**src/rtl/bp_pkg.sv**
```systemverilog
// bp_pkg: shared types and constants for the gshare PHT controller.
//   CNT_W        width of a 2-bit saturating direction counter
//   SNT/WNT/WT/ST counter encodings (strong/weak not-taken, weak/strong taken)
//   PHT_RST_VAL  value every table entry takes on reset (weakly not-taken)
//   ctrl_state_e update-control states IDLE/DRIVE/WRITE
package bp_pkg;

    localparam int CNT_W = 2;

    localparam logic [CNT_W-1:0] SNT = 2'b00;
    localparam logic [CNT_W-1:0] WNT = 2'b01;
    localparam logic [CNT_W-1:0] WT  = 2'b10;
    localparam logic [CNT_W-1:0] ST  = 2'b11;

    localparam logic [CNT_W-1:0] PHT_RST_VAL = WNT;

    typedef enum logic [1:0] {
        IDLE  = 2'd0,
        DRIVE = 2'd1,
        WRITE = 2'd2
    } ctrl_state_e;

endpackage

```
**src/rtl/bp_ghr.sv**
```systemverilog
// bp_ghr: global history shift register for the gshare predictor.
// Ports:
//   clk         rising-edge clock
//   reset       synchronous, active-low reset (clears history to 0)
//   shift_en_i  shift a new outcome in this cycle
//   bit_i       outcome shifted into the LSB
//   ghr_o       current history, newest outcome in bit 0
// W must be at least 2.
module bp_ghr #(
    parameter int W = 6
) (
    input  logic         clk,
    input  logic         reset,
    input  logic         shift_en_i,
    input  logic         bit_i,
    output logic [W-1:0] ghr_o
);

    logic [W-1:0] ghr_q, ghr_d;

    always_comb begin
        ghr_d = ghr_q;
        if (shift_en_i) begin
            ghr_d = {ghr_q[W-2:0], bit_i};
        end
    end

    always_ff @(posedge clk) begin
        if (!reset) begin
            ghr_q <= '0;
        end else begin
            ghr_q <= ghr_d;
        end
    end

    assign ghr_o = ghr_q;

endmodule

```
**src/rtl/bp_pht_ctrl.sv**
```systemverilog
// bp_pht_ctrl: gshare pattern history table with its global history, serving
// one-cycle prediction lookups and sequencing counter updates through the
// external counter FSM (fin_sta_mac), whose result is written back.
// Optional feature macro: BP_PHT_BYPASS_EN -- when defined, a lookup that hits
// the entry being written in the WRITE cycle returns fsm_next_i[1].
// Ports:
//   clk, reset          clock; synchronous active-low reset
//   pred_req_i/pc_i     lookup request and branch PC
//   pred_vld_o/taken_o/idx_o  registered lookup response (1-cycle latency)
//   upd_vld_i/idx_i/taken_i   resolution update; upd_rdy_o = ready (IDLE)
//   fsm_cnt_o/torn_o    stored counter and actual outcome to the counter FSM
//   fsm_next_i          next counter value returned by the counter FSM
module bp_pht_ctrl
    import bp_pkg::*;
#(
    parameter int PC_W    = 32,
    parameter int IDX_W   = 6,
    parameter int GHR_W   = 6,
    parameter int FSM_LAT = 1
) (
    input  logic             clk,
    input  logic             reset,
    input  logic             pred_req_i,
    input  logic [PC_W-1:0]  pred_pc_i,
    output logic             pred_vld_o,
    output logic             pred_taken_o,
    output logic [IDX_W-1:0] pred_idx_o,
    input  logic             upd_vld_i,
    input  logic [IDX_W-1:0] upd_idx_i,
    input  logic             upd_taken_i,
    output logic             upd_rdy_o,
    output logic [CNT_W-1:0] fsm_cnt_o,
    output logic             fsm_torn_o,
    input  logic [CNT_W-1:0] fsm_next_i
);

    localparam int DEPTH = 1 << IDX_W;
    localparam int LAT_W = (FSM_LAT > 1) ? $clog2(FSM_LAT) : 1;

    logic [CNT_W-1:0] pht_q [DEPTH];

    ctrl_state_e      state_q, state_d;
    logic [LAT_W-1:0] lat_q, lat_d;
    logic [IDX_W-1:0] cap_idx_q, cap_idx_d;
    logic             cap_taken_q, cap_taken_d;

    logic             pred_vld_q, pred_taken_q;
    logic [IDX_W-1:0] pred_idx_q;

    logic [GHR_W-1:0] ghr;
    logic [IDX_W-1:0] lkp_idx;
    logic             lkp_taken;
    logic             wr_en;
    logic             rdy_int;

    // Only the word-aligned index bits of the PC take part in the hash.
    logic unused_pc_bits;
    assign unused_pc_bits = ^{pred_pc_i[PC_W-1:IDX_W+2], pred_pc_i[1:0]};

    bp_ghr #(.W(GHR_W)) u_ghr (
        .clk        (clk),
        .reset      (reset),
        .shift_en_i (wr_en),
        .bit_i      (cap_taken_q),
        .ghr_o      (ghr)
    );

    // gshare hash; history is zero-extended to the index width.
    assign lkp_idx = pred_pc_i[IDX_W+1:2] ^ IDX_W'(ghr);

    // Table read happens before this cycle's write lands, so a same-index
    // lookup sees the old counter unless forwarding is built in.
    always_comb begin
        lkp_taken = pht_q[lkp_idx][CNT_W-1];
`ifdef BP_PHT_BYPASS_EN
        if (wr_en && (lkp_idx == cap_idx_q)) begin
            lkp_taken = fsm_next_i[CNT_W-1];
        end
`endif
    end

    always_comb begin
        state_d     = state_q;
        lat_d       = lat_q;
        cap_idx_d   = cap_idx_q;
        cap_taken_d = cap_taken_q;
        rdy_int     = 1'b0;
        wr_en       = 1'b0;
        fsm_cnt_o   = '0;
        fsm_torn_o  = 1'b0;
        case (state_q)
            IDLE: begin
                rdy_int = 1'b1;
                if (upd_vld_i) begin
                    cap_idx_d   = upd_idx_i;
                    cap_taken_d = upd_taken_i;
                    lat_d       = '0;
                    state_d     = DRIVE;
                end
            end
            DRIVE: begin
                fsm_cnt_o  = pht_q[cap_idx_q];
                fsm_torn_o = cap_taken_q;
                if (lat_q == LAT_W'(FSM_LAT - 1)) begin
                    state_d = WRITE;
                end else begin
                    lat_d = lat_q + 1'b1;
                end
            end
            WRITE: begin
                fsm_cnt_o  = pht_q[cap_idx_q];
                fsm_torn_o = cap_taken_q;
                wr_en      = 1'b1;
                state_d    = IDLE;
            end
            default: state_d = IDLE;
        endcase
    end

    // Ready is forced low while reset is being held.
    assign upd_rdy_o = rdy_int & reset;

    always_ff @(posedge clk) begin
        if (!reset) begin
            state_q     <= IDLE;
            lat_q       <= '0;
            cap_idx_q   <= '0;
            cap_taken_q <= 1'b0;
        end else begin
            state_q     <= state_d;
            lat_q       <= lat_d;
            cap_idx_q   <= cap_idx_d;
            cap_taken_q <= cap_taken_d;
        end
    end

    always_ff @(posedge clk) begin
        if (!reset) begin
            for (int i = 0; i < DEPTH; i++) begin
                pht_q[i] <= PHT_RST_VAL;
            end
        end else if (wr_en) begin
            pht_q[cap_idx_q] <= fsm_next_i;
        end
    end

    always_ff @(posedge clk) begin
        if (!reset) begin
            pred_vld_q   <= 1'b0;
            pred_taken_q <= 1'b0;
            pred_idx_q   <= '0;
        end else begin
            pred_vld_q <= pred_req_i;
            if (pred_req_i) begin
                pred_taken_q <= lkp_taken;
                pred_idx_q   <= lkp_idx;
            end
        end
    end

    assign pred_vld_o   = pred_vld_q;
    assign pred_taken_o = pred_taken_q;
    assign pred_idx_o   = pred_idx_q;

endmodule
```
**config.mk**
```make
export PLATFORM = sky130hd
export DESIGN_NAME = bp_pht_ctrl
export DESIGN_NICKNAME = d
export VERILOG_FILES = /design/src/rtl/bp_pkg.sv /design/src/rtl/bp_ghr.sv /design/src/rtl/bp_pht_ctrl.sv
export SDC_FILE = /design/constraint.sdc
export NUM_CORES = 1
export LEC_CHECK = 0
export ABC_CLOCK_PERIOD_IN_PS = 2900
export CORE_ASPECT_RATIO = 2
export CORE_MARGIN = 4
export CORE_UTILIZATION = 55
export CTS_CLUSTER_DIAMETER = 100
export CTS_CLUSTER_SIZE = 12
export DETAILED_ROUTE_END_ITERATION = 10
export DONT_BUFFER_PORTS = 1
export PLACE_DENSITY = 0.81
export REMOVE_ABC_BUFFERS = 1
export SLEW_MARGIN = 25
export SYNTH_ARGS = -nofsm -noshare
export SYNTH_HDL_FRONTEND = slang
export SYNTH_SLANG_ARGS = --single-unit
```
**constraint.sdc**
```tcl
create_clock -name clk -period 2.9 [get_ports clk]
set_input_delay 0.87 -clock clk [delete_from_list [all_inputs] [get_ports clk]]
set_output_delay 0.87 -clock clk [all_outputs]
set_load 0.05 [all_outputs]
```
After elaboration in Yosys (flattened, before gate mapping)
Memories as Yosys holds them, arrays and structs flattened. A register that Yosys moved wholly into a read port is not among the register bits.
Cells that the tools add are included.
{"block": "classes", "reduce_logical": 8, "n_bitwise": 2, "eq_ne": 4, "addsub": 1, "n_mux": 19}
{"op": "$mux 6", "n": 3}
{"op": "$mux 1", "n": 10}
{"op": "$mux 2", "n": 4}
{"op": "$reduce_and 2->1", "n": 3}
{"op": "$xor 6x6->6", "n": 1}
{"op": "$ne 2x2->1 const B", "n": 2}
{"op": "$pmux 2 s2", "n": 1}
{"op": "$reduce_or 2->1", "n": 2}
{"op": "$eq 2x1->1 const B", "n": 1}
{"op": "$eq 2x2->1 const B", "n": 1}
{"op": "$logic_not 2->1", "n": 1}
{"op": "$pmux 1 s2", "n": 1}
{"op": "$reduce_bool 2->1", "n": 1}
{"op": "$add 1x1->1 const B", "n": 1}
{"op": "$and 1x1->1", "n": 1}
{"op": "$logic_not 1->1", "n": 1}
{"block": "word_totals", "n_memories": 1, "mem_bits_rw": 128, "reg_bits": 23, "input_bits": 45}
{"name": "pht_q", "depth": 64, "word_bits": 2, "rd": 2, "rd_ports_with_merged_regs": 2, "write_ports": 64, "line": "bp_pht_ctrl.sv:40", "text": "logic [CNT_W-1:0] pht_q [DEPTH];"}

Logic depth before layout (Yosys ltp)
{"block": "depth", "depth_word": 7, "depth_mapped": 8, "depth_no_buf": 6}

Hierarchy
A second synthesis with hierarchy kept.
{"block": "unflattened", "hier_cells": 612, "hier_area_um2": 8075.2}
{"mod": "bp_pht_ctrl", "seq_area_each_um2": 4304.1, "area_each_um2": 7846.3, "cells_per_inst": 593, "n_inst": 1}
{"mod": "bp_ghr", "seq_area_each_um2": 120.1, "area_each_um2": 229.0, "cells_per_inst": 19, "n_inst": 1}

Worst setup path before layout
OpenSTA, ideal clock, no wires.
{"block": "synth_path", "kind": "reg2out", "start": "reg (tool-made name)", "end": "out fsm_cnt_o[1]", "path_stages_with_launch": 9, "n_path_buf": 3, "slack_ns": -0.232, "arrival_ns": 2.262, "path_cell_list": "dfxtp_1 > clkbuf_1 > buf_2 > buf_2 > mux4_2 > a22oi_1 > a21oi_1 > a21oi_1 > o22ai_1"}
{"item": "end: declaration", "line": "bp_pht_ctrl.sv:32", "text": "output logic [CNT_W-1:0] fsm_cnt_o,"}

==> results.md <==
- Endpoints failing setup: 2
- Largest stage delay on the critical path: approximately 0.57 ns
- Final worst slack: -0.581 ns
- Buffers on Ports: 0
- Post-synthesis register bit count: 157
- Wire length per cell: approximately 27 um
- DP HPWL: between 10,000 and 15,000 um
- Synth Flop Type: edfxtp_1
- Minimum clock period: 3.48 ns
- Rows: 62
- Area Overhead vs Synth: 14.9%
- Delay-heaviest family, CP: compound AO/OA/AOI/OAI gates
- Met1 Wirelength: around 6900 um
- CTS hold repair buffers: 0
- Iter 0 DRT Violations: between 800 and 900
- Antenna viol nets, final: 0
- Routed via count: roughly 6,100
- Starting Density: ~56%
- Failing checks: setup timing
- Antenna Cells: 0
- GP Congestion: ~0.88
- Inst Count DP: 813
- Pre-Repair DR Iteration Count: 6
- Leak: between 0.003 and 0.004 uW
- Worst hold path class: reg -> reg
- Final Hold Fails: 0
- Clock slew at reported path FFs: 0.07 ns
- Synth Cell Area: 8060 um2
- Share of layout cells above drive strength 1: around 22%
- Ys Warns: 0
- Fillers: between 900 and 1,000
- Reg2reg start: state_q[0]
- H-tree levels: 4
- CP Cell Sequence: buf_12 -> buf_16 -> mux4_2 -> a22oi_2 -> nand2_1 -> a21oi_2 -> o22ai_2 -> buf_6
- CP bufs+invs: 3
- Synth area leaders: edfxtp_1 48%, mux4_2 12%, dfxtp_1 7.2%
- Tcrit/Tclk final: 120%
- Worst Setup End Kind: output pin
- Post-synth EDFFs: around 130
- Post-route DRC: 0
- Die W: 93.6 um
- Vias in the first global route: roughly 6,000
- DIE AREA: 16,800 um2
- Worst Path Max Fanout: 12
- Skew-Pair Late Insertion Delay: approximately 0.43 ns
- Worst setup SP type: flip-flop
- Unique masters post-synth: 45
- Most frequent cell after synthesis: edfxtp_1
- Crit path max-delay cell type: mux4_2
- Post-synthesis instance total: approximately 640
- Initial antenna violation count: 0
- First-pass GRT wire length: 35,400 um
- GRT overflow: 0
- Die Y: about 180 um
- Largest net degree at the start of global routing: 96
- Layout Cells excl Fill: between 800 and 900
- Most common library cells after synthesis: 128 x edfxtp_1, 65 x and3_1, 65 x o21ai_1, 65 x or3_1, 52 x clkbuf_1
- Via-to-Cell Ratio: ~7.2
- Hold Slack: between 0.5 and 0.6 ns
- Top sig layer: met4
- Post-synth ARST share: 0%
- Slew margin rel.: between 40% and 50%
- Critical Path RT: around 2.0 ns
- Area of the multi-input gates: 3450 um2
- Mapped Avg Cell Area: 12.5 um2
- Fin. max-slew vios: 0
- Max Cap Violations: 0
- Clk buf depth: 2
- Peak supply drop: ~0.00032 V
- Register area share after synthesis: 54.9%
- Final WL: ~23,000 um
- RSZ-0062 raised after global routing: yes
- Peak Freq: roughly 0.29 GHz
- Min-delay src: cap_taken_q
- Run status: finished with violations
- Worst-Margin Slew: a little under 0.9 ns
- Core area: approximately 14,000 um2
- Clk root buf: clkbuf_16
- CTS tree: built
- Setup CP Type: reg -> out
- CTS buffer count: 17
- Synth area leader: edfxtp_1
- Share of the synthesized area in the top cell type: a little under half
- Worst EP arrival: 2.61 ns
- Met3 WL post-DR: around 2400 um
- I/O pin count: 57
- Nets@finish: between 600 and 700
- Fin Clk Skew: 0.00989 ns
- DP Worst Slack: -0.0442 ns
- Setup TNS: -1.13 ns
- Clock sinks: 157
- PwrDens: around 600 nW/um2
- Storage element area: about 4400 um2
- Met2 Wirelength: ~12,000 um
- GRT Total Usage: around 30%
[final cells by class]
class	count	area share [%]
repair buffers	50	5.94
clock inverters	15	1.61
inverters	3	0.122
multi-input cells	421	37.3
flip-flops and latches	157	47.9
clock buffers	17	4.59
well taps	192	2.59
[state kept, by name, summed over array words and instances, names as in the netlist, named ones only]
name          count
u_ghr.ghr_o       6
pred_taken_o      1
pred_vld_o        1
pht_q           128
pred_idx_o        6
cap_idx_q         6
state_q           2
cap_taken_q       1
[power by group]
| group | total [uW] | switching (uW) | internal [uW] |
|---|---|---|---|
| sequential | 2590 | 105 | 2490 |
| combinational | 725 | 412 | 313 |
| clock | 2200 | 986 | 1210 |
[logic make-up after synthesis]
kind of cell    Yosys count  synth area share (%)
compound gates          109                  7.93
xor+xnor                  9                  1.30
fa+ha+maj                 4                 0.621
buf+inv                  66                  3.24
flops                   157                  54.9
mux                      61                  14.9
simple gates            238                  17.1
[path summary, 6_finish.rpt]
path | slack [ns] | cells past startpoint | endpoint
max reg2reg | 0.64 | 6 | pht_q[31][0]
min | 0.52 | 2 | cap_taken_q
min reg2reg | 0.52 | 2 | cap_taken_q
max | -0.58 | 8 | fsm_cnt_o[1]
[worst register-to-register path, delay by kind of cell (launching register included)]
| kind | cells | cell delay [ns] |
|---|---|---|
| flip-flops | 1 | 0.33 |
| adder cells (fa/ha/maj) | 1 | 0.17 |
| AND/OR/NAND/NOR | 3 | 1.20 |
| buffers and inverters | 2 | 0.31 |
[per-layer routing]
metal | track usage (%) | vias up
met2 | 50.8 | 540
li1 | - | 2517
met1 | 29.9 | 2913
met3 | 6.97 | 153
met4 | 21.2 | 0
met5 | 0 | -
[repair_timing]
item	4_1_cts	5_1_grt
endpoints found under the hold margin	0	0
setup buffers	6	1
pin swaps	10	5
endpoints found under the setup margin	2	2
cloned	4	0
gates resized for setup	23	3
[cells in the final DEF, fill, tap and decap left out, drive strengths merged, types with 11 or more instances in the layout]
master	count
mux4	46
inv	13
buf	50
o21ai	66
a22oi	16
clkbuf	17
or3	65
edfxtp	128
nand3	15
nor2	15
nor2b	11
dfxtp	29
mux2i	15
and3	65
nand2	27
[per-stage QoR]
step                power [uW]  instance area, um2  util [%]
floorplan                 3010                7810         -
global placement          3210                8400      58.5
detailed placement        3230                8400      58.5
CTS                       5480                9270      64.6
global route              5650                9260      64.5
finish                    5520                9260      64.5
(Power assumes the default switching activity.)
